<file path="config.mk">
export PLATFORM = sky130hd
export DESIGN_NAME = hash_arbiter
export DESIGN_NICKNAME = d
export VERILOG_FILES = /design/src/rtl/hash_arbiter.sv
export SDC_FILE = /design/constraint.sdc
export NUM_CORES = 1
export LEC_CHECK = 0
export ABC_AREA = 1
export CORE_AREA = 2 2 166 168
export DETAILED_ROUTE_END_ITERATION = 7
export DIE_AREA = 0 0 168 170
export GPL_ROUTABILITY_DRIVEN = 0
export PLACE_DENSITY = 0.63
export SLEW_MARGIN = 20
export SYNTH_ARGS = -nofsm -noshare
export SYNTH_HDL_FRONTEND = slang
export SYNTH_SLANG_ARGS = --single-unit
</file>
<file path="constraint.sdc">
create_clock -name clk -period 2.95 [get_ports clk]
set_clock_uncertainty 0.05 [all_clocks]
set_input_delay 0.59 -clock clk [delete_from_list [all_inputs] [get_ports clk]]
set_output_delay 0.59 -clock clk [all_outputs]
set_load 0.05 [all_outputs]
</file>
<file path="src/rtl/hash_arbiter.sv">
// hash_arbiter: round-robin sharing of one multicycle hasher among NUM_REQ requesters; `HASH_ARBITER_STATS_EN adds done_count
module hash_arbiter #(
  parameter int NUM_REQ = 4,
  parameter int WAIT_CYCLES = 2
) (
  input  logic                  clk,
  input  logic                  reset,
  input  logic [NUM_REQ-1:0]    req,
  input  logic [NUM_REQ*64-1:0] req_data,
  input  logic [NUM_REQ*4-1:0]  req_len,
  output logic [NUM_REQ-1:0]    grant,
  output logic [NUM_REQ-1:0]    rsp_valid,
  input  logic [NUM_REQ-1:0]    rsp_ready,
  output logic [31:0]           rsp_hash,
  output logic                  busy,
  output logic [63:0]           hash_data,
  output logic [3:0]            hash_len,
  input  logic [31:0]           hash_in
`ifdef HASH_ARBITER_STATS_EN
  ,
  output logic [15:0]           done_count
`endif
);
  localparam int IW = $clog2(NUM_REQ);
  typedef enum logic [1:0] {S_IDLE, S_WAIT, S_RESP} state_t;
  state_t state;
  logic [IW-1:0] ptr, owner, sel;
  logic [3:0] cnt, sel_len;
  logic hit, hs;
  always_comb begin
    sel = ptr;
    hit = 1'b0;
    for (int i = NUM_REQ - 1; i >= 0; i--) begin
      sel = req[(int'(ptr) + i) % NUM_REQ] ? IW'((int'(ptr) + i) % NUM_REQ) : sel;
      hit = hit | req[(int'(ptr) + i) % NUM_REQ];
    end
    sel_len = req_len[4*int'(sel) +: 4] > 4'd8 ? 4'd8 : req_len[4*int'(sel) +: 4];
  end
  assign grant = (state == S_IDLE && hit && !reset) ? NUM_REQ'(1) << sel : '0;
  assign rsp_valid = state == S_RESP ? NUM_REQ'(1) << owner : '0;
  assign busy = state != S_IDLE;
  assign hs = state == S_RESP && rsp_ready[owner];
  always_ff @(posedge clk) begin
    if (reset) begin
      state <= S_IDLE;
      ptr <= '0;
      owner <= '0;
      cnt <= '0;
      hash_data <= '0;
      hash_len <= '0;
      rsp_hash <= '0;
    end else begin
      case (state)
        S_IDLE: if (hit) begin
          hash_data <= req_data[64*int'(sel) +: 64];
          hash_len <= sel_len;
          owner <= sel;
          ptr <= IW'((int'(sel) + 1) % NUM_REQ);
          cnt <= 4'(WAIT_CYCLES);
          state <= S_WAIT;
        end
        S_WAIT: begin
          cnt <= cnt - 4'd1;
          if (cnt == 4'd1) begin
            rsp_hash <= hash_in;
            state <= S_RESP;
          end
        end
        S_RESP: if (hs) state <= S_IDLE;
        default: state <= S_IDLE;
      endcase
    end
  end
`ifdef HASH_ARBITER_STATS_EN
  always_ff @(posedge clk) begin
    if (reset) done_count <= '0;
    else if (hs) done_count <= done_count + 16'd1;
  end
`endif
endmodule

</file>
==> results of run 1 <==
critical path: cells and delay by family, from the launching register on:
| family | cells | cell delay, ns |
|---|---|---|
| adders and majority gates | 1 | 0.13 |
| buffers and inverters | 4 | 0.48 |
| DFF | 1 | 0.38 |
| and+or+nand+nor | 9 | 0.83 |
placed cells by master (no fill, tap or decap), types with 4 or more instances in the layout:
cell	synthesis	layout
clkdlybuf4s50_1	0	414
nand2_1	338	336
nand3_1	124	123
dfxtp_1	110	108
nor2_1	108	103
a21oi_1	75	75
o21ai_0	68	68
o211ai_1	34	34
buf_4	7	32
inv_1	34	28
inv_2	5	9
clkbuf_16	0	9
buf_12	0	8
nand2_4	2	7
nor3_1	6	6
nor2_4	0	5
ha_1	6	4
dlygate4sd2_1	0	4
layout make-up:
type,instances,area (um2)
Fill cell,2713,15300
Clock inverter,7,86.3
Sequential cell,110,2210
Tap cell,341,427
Multi-Input combinational cell,779,3650
Timing Repair Buffer,462,4630
Inverter,39,150
Clock buffer,9,225
Antenna cell,1,2.50
worst min path at each step:
stage | startpoint | end | slack, ns | cells past startpoint
4_1_cts | hash_len[2] | hash_len[2] | 0.42 | 2
3_3_place_gp | hash_len[0] | hash_len[0] | 0.40 | 2
2_1_floorplan | cnt[3] | cnt[3] | 0.41 | 2
3_5_place_dp | hash_len[2] | hash_len[2] | 0.41 | 2
6_report | hash_len[1] | hash_len[1] | 0.42 | 2
5_1_grt | hash_len[0] | hash_len[0] | 0.45 | 2
power by group:
| group | leakage, nW | switching [mW] | internal [mW] |
|---|---|---|---|
| clock network | 0.151 | 0.683 | 0.612 |
| logic | 3.66 | 5.93 | 3.23 |
| registers | 0.909 | 0.273 | 1.98 |
per-layer routing:
layer  vias to the layer above  GRT usage, %  wire (um)
met3                        45          5.07       1960
met2                       282          32.9      14000
met1                      3621          22.7      12100
met4                         2          5.56        682
li1                       4068             -          -
met5                         -             0         12
what timing repair did:
| item | CTS | global route |
|---|---|---|
| setup buffers | 5 | 1 |
| pin swaps | 15 | 2 |
| gates cloned | 0 | 0 |
| endpoints found under the setup margin | 4 | 4 |
| resized for setup | 26 | 9 |
flip-flops by register name (all words and copies together) (netlist names):
register and count:
ptr 2, hash_data 64, cnt 4, state 2
rsp_hash 32, owner 2, hash_len 4
cell families after synthesis:
family	count (synthesis)	share of synthesized area [%]
simple gates	591	38.9
compound gates	182	16.0
buf+inv	110	8.99
flops	110	34.9
fa+ha+maj	6	1.19
metrics by stage:
step	area (um2)	hold slack, ns	utilization (%)	TNS, ns
after detailed placement	10900	0.409	40.9	-0.569
after global placement	10900	0.405	40.9	-0.497
after global routing	11400	0.453	42.7	0
final	11400	0.417	42.7	0
after floorplan	6310	0.413	-	0
after CTS	11300	0.422	42.5	0
==> run summary, run 1 <==
Status: completed
Setup crit end kind: output pin
Startpoint Class: flop
Routed WL: 28.8 mm
Share of layout cells above drive strength 1: 7.04%
I/O Buffers: 422
PD cells: 1120 mW/mm2
CTS tree: yes
Worst endpoint required time: 2.31 ns
Synthesized area: 0.00630 mm2
Post-Syn Nets: 1319
Reg2Reg Depth: 17
Async set or reset register ratio after synthesis: 0%
Most frequent cell after synthesis: nand2_1
Worst flop-to-flop path endpoint: hash_data[21]
CP Launch Point: ptr[0]
Max_slew headroom: 25.7%
DP HPWL: 21.4 mm
Global-route wire length before repair: 42.5 mm
Worst Path Arrival: 2.18 ns
Pre-CTS WS: -0.229 ns
Post-route clock period utilization: 95.7%
Sequential fraction of the synthesis area: 34.9%
CORE AREA: 0.0267 mm2
Clock buffer depth: 2
Layout Cells excl Fill: 1748
Root Driver: clkbuf_16
Via Count: 8018
CTS Hold Bufs: 0
Slowest CP cell: dfxtp_4
Final setup fails: 0
Worst hold path class: reg -> reg
Largest stage delay on the critical path: 0.38 ns
EDFF count, synth: 0
Drt wl/cell: 16.4 um
Clk slew on worst S/H paths: 0.09 ns
Remaining antenna violation count: 0
RSZ-0062 raised after global routing: false
Vias per std cell: 4.59
Final Max Slew Viols: 0
End of the critical path: grant[1]
Area Overhead vs Synth: 80.5%
Final WS setup: 0.126 ns
Fmax: 354 MHz
Tmin final: 2.82 ns
Synth top area share: 34.9%
Post-synth cell types: 27
Die Y: 170 um
Remaining DRCs: 0
Max-cap viol count: 0
Antenna violations before repair: 1
Vias in the first global route: 7684
Crit Path Max Fanout: 6
Num CTS Buffers: 9
Yosys top cell by area: dfxtp_1
H-tree Lvls: 3
Worst-Skew Late Latency: 0.36 ns
1st-iter DRT viols: 404
Worst-Margin Slew: 1.11 ns
Die area: 0.0286 mm2
Synth cell count leaders: nand2_1, nand3_1, dfxtp_1
Top post-synthesis cells by area: dfxtp_1, nand2_1, nand3_1
LEAKAGE: 4.72 nW
Total power: 12.7 mW
Placed insts: 1725
Reg2reg setup slack: 0.50 ns
Total GRT Usage: 18.9%
Post-Synthesis Cells: 999
CTS Sinks: 110
Initial Util: 23.7%
Drt pass-1 iters: 7
Maximum number of pins on one net before global-route repair: 102
Row Count: 60
Final Hold Viols: 0
Die width: 168 um
YS warnings: 0
Total grt overflow: 0
Syn avg cell area: 6.31 um2
Post-synthesis register bit count: 110
VDD IR max: 0.841 mV
Critical Path, Cell by Cell: buf_4, nand2_1, nand2_1, nand2_1, nand2_1, inv_2, nand2_4, nand2_4, nand2_4, nand2_4, ha_4, inv_2, nor2_4, buf_8
Final nets: 1721
Leading register cell type out of synthesis: dfxtp_1
Crit Path Category: reg -> out
I/O Pins: 423
Worst r2r src: ptr[0]
No activity file was read; power rests on OpenSTA's default activity.
==> inputs of run 2 (changes only) <==
- CORE_AREA: 2 2 166 168 -> 2 2 164 166
- CTS_BUF_LIST: default -> sky130_fd_sc_hd__clkbuf_8
- DIE_AREA: 0 0 168 170 -> 0 0 166 168
- PLACE_DENSITY: 0.63 -> 0.64
- SKIP_CTS_REPAIR_TIMING: default -> 1
- clock period: 2.95 -> 2.9 ns (I/O delays scaled with it)
==> run 2 against run 1 <==
- global-route usage up 0.23 points
- via count about the same
- flip-flop and latch count unchanged
- clock-buffer cell count unchanged
- clock power down 22%
- combinational power down 0.7%
- sequential share of layout area up 0.27 points
- register-to-register slack worse by 0.11 ns
- wire length down 1.4%
- worst hold slack better by 0.030 ns
- non-clock buffer count down 6
- critical path type unchanged
- largest cell class unchanged
- largest power group unchanged
- highest routed layer is now met4
==> run summary, run 2 (synthesized netlist as in run 1, its figures left out) <==
Area Overhead vs Synth: 78.0% (was 80.5%)
Post-DP Area: 0.0109 mm2 (about the same)
Routed WL: 28.4 mm (was 28.8 mm)
Most frequent standard cell in the layout excluding fill and tap cells: clkdlybuf4s50_1 (unchanged)
Total grt overflow: 0 (unchanged)
Largest register FFs: 64 (unchanged)
Worst Path Arrival: 2.17 ns (was 2.18 ns)
Global-route wire length before repair: 42.6 mm (was 42.5 mm)
Clk slew on worst S/H paths: 0.12 ns (was 0.09 ns)
Via Count: 8012 (was 8018)
P_int: 5.50 mW (was 5.83 mW)
Clock buffer depth: 2 (unchanged)
Final Hold Viols: 0 (unchanged)
Post-route clock period utilization: 96.4%
Worst endpoint required time: 2.27 ns (was 2.31 ns)
Total power: 12.4 mW (was 12.7 mW)
Remaining DRCs: 0 (unchanged)
Final Max Slew Viols: 0 (unchanged)
Core Util, Final: 42.6% (was 42.7%)
Drt wl/cell: 16.3 um (was 16.4 um)
Worst-Margin Slew: 1.06 ns (was 1.11 ns)
Antenna violations before repair: 3 (was 1)
Vias in the first global route: 7667 (was 7684)
Final nets: 1715 (was 1721)
Drt pass-1 iters: 7 (unchanged)
Flop pwr share: 18.6% (was 17.8%)
LEAKAGE: 4.66 nW (was 4.72 nW)
I/O Pins: 423 (unchanged)
Max_slew headroom: 29.3% (was 25.7%)
PD cells: 1110 mW/mm2 (was 1120 mW/mm2)
Maximum number of pins on one net before global-route repair: 102 (unchanged)
Num CTS Buffers: 9 (unchanged)
CORE AREA: 0.0264 mm2 (was 0.0267 mm2)
Clk network pwr share: 8.1% (was 10.2%)
DP HPWL: 20.8 mm (was 21.4 mm)
Worst hold path class: reg -> reg (unchanged)
Initial Util: 23.9% (was 23.7%)
Worst-Skew Late Latency: 0.40 ns (was 0.36 ns)
Final-layout fill cell count: 2713 (unchanged)
Final setup fails: 0 (unchanged)
Sw Ratio: 55.7% (was 54.2%)
Row Count: 60 (unchanged)
Max-cap viol count: 0 (unchanged)
Tmin final: 2.80 ns
VDD IR max: 0.944 mV (was 0.841 mV)
Psw: 6.91 mW (was 6.89 mW)
H-tree Lvls: 3 (unchanged)
CTS Sinks: 110 (unchanged)
CTS tree: yes (unchanged)
I/O Buffers: 422 (unchanged)
Total GRT Usage: 19.1% (was 18.9%)
Root Driver: clkbuf_8 (was clkbuf_16)
Die width: 166 um (was 168 um)
Largest registers: hash_data x64, rsp_hash x32 (unchanged)
Share of layout cells above drive strength 1: 7.14% (was 7.04%)
Design area: 0.0112 mm2 (was 0.0114 mm2)
Die Y: 168 um (was 170 um)
Combinational share of power: 73.4% (was 72.1%)
Commonest non-fill, non-tap cells in the layout: clkdlybuf4s50_1, nand2_1, nand3_1, dfxtp_1, nor2_1 (unchanged)
Die area: 0.0279 mm2 (was 0.0286 mm2)
Status: completed (unchanged)
1st-iter DRT viols: 411 (was 404)
Pre-CTS WS: -0.218 ns (was -0.229 ns)
Crit Path Max Fanout: 7 (was 6)
Vias per std cell: 4.59 (about the same)
Startpoint Class: flop (unchanged)
Setup crit end kind: output pin (unchanged)
Fmax: 358 MHz
Remaining antenna violation count: 0 (unchanged)
Most flop-heavy register: hash_data (unchanged)
Crit Path Category: reg -> out (unchanged)
Final WS setup: 0.103 ns (was 0.126 ns)
-- run 2: cell types whose count changed in the layout (fill, tap and decap cells not counted), sizes merged --
cell	before	now
dlygate4sd2	4	0
buf	44	38
dlymetal6s2s	0	4
diode	1	3
-- run 2: final timing paths --
| path | slack [ns] | startpoint | endpoint | cells past startpoint |
|---|---|---|---|---|
| max | 0.10 | ptr[0] | grant[0] | 14 |
| max reg2reg | 0.39 | ptr[0] | hash_data[0] | 17 |
| min | 0.45 | hash_len[0] | hash_len[0] | 2 |
| min reg2reg | 0.45 | hash_len[0] | hash_len[0] | 2 |
-- run 2: stage by stage --
step	setup TNS [ns]	instances	hold slack [ns]
final	0	1744	0.447
after global routing	-0.127	1743	0.480
after CTS	-0.779	1738	0.447
after detailed placement	-0.858	1722	0.430
after global placement	-0.543	1722	0.423
after floorplan	0	999	0.413
-- run 2: worst max-delay path, stage by stage, from the launching register on --
cell and delay, ns:
dfxtp_4 0.41, buf_6 0.14, nand2_2 0.07, nand3_2 0.09, nand2_2 0.09, inv_2 0.03
nand2_2 0.07, nand2_4 0.09, nand2_4 0.09, nand2_2 0.07, nand2_4 0.08, ha_2 0.15
inv_1 0.05, nor2_4 0.16, buf_8 0.18
-- run 2: area by class of cell --
| type | instances | area, um2 | area share, % |
|---|---|---|---|
| multi-input cells | 779 | 3640 | 32.4 |
| inverters | 39 | 153 | 1.36 |
| well taps | 341 | 427 | 3.80 |
| clock buffers | 9 | 124 | 1.10 |
| repair buffers | 456 | 4570 | 40.8 |
| clock inverters | 7 | 86.3 | 0.770 |
| diodes | 3 | 7.51 | 0.0669 |
| flip-flops and latches | 110 | 2210 | 19.7 |
-- run 2: power by group through the flow --
stage / registers, mW / logic, mW / clock network [mW]
after floorplan: 3.74 / 4.76 / 0
after global placement: 2.31 / 8.95 / 0
after detailed placement: 2.32 / 8.99 / 0
after CTS: 2.30 / 9.02 / 1.06
after global routing: 2.37 / 9.95 / 1.11
final: 2.30 / 9.10 / 1.00
-- run 2: routing by layer --
| layer | GRT usage, % | part of all wire (%) | routed length (um) | up-vias |
|---|---|---|---|---|
| li1 | - | - | - | 4053 |
| met1 | 22.4 | 41 | 11600 | 3655 |
| met2 | 33.1 | 49 | 14000 | 259 |
| met3 | 5.52 | 6.6 | 1860 | 45 |
| met4 | 7.11 | 3.2 | 899 | 0 |
| met5 | 0 | 0 | 0 | - |
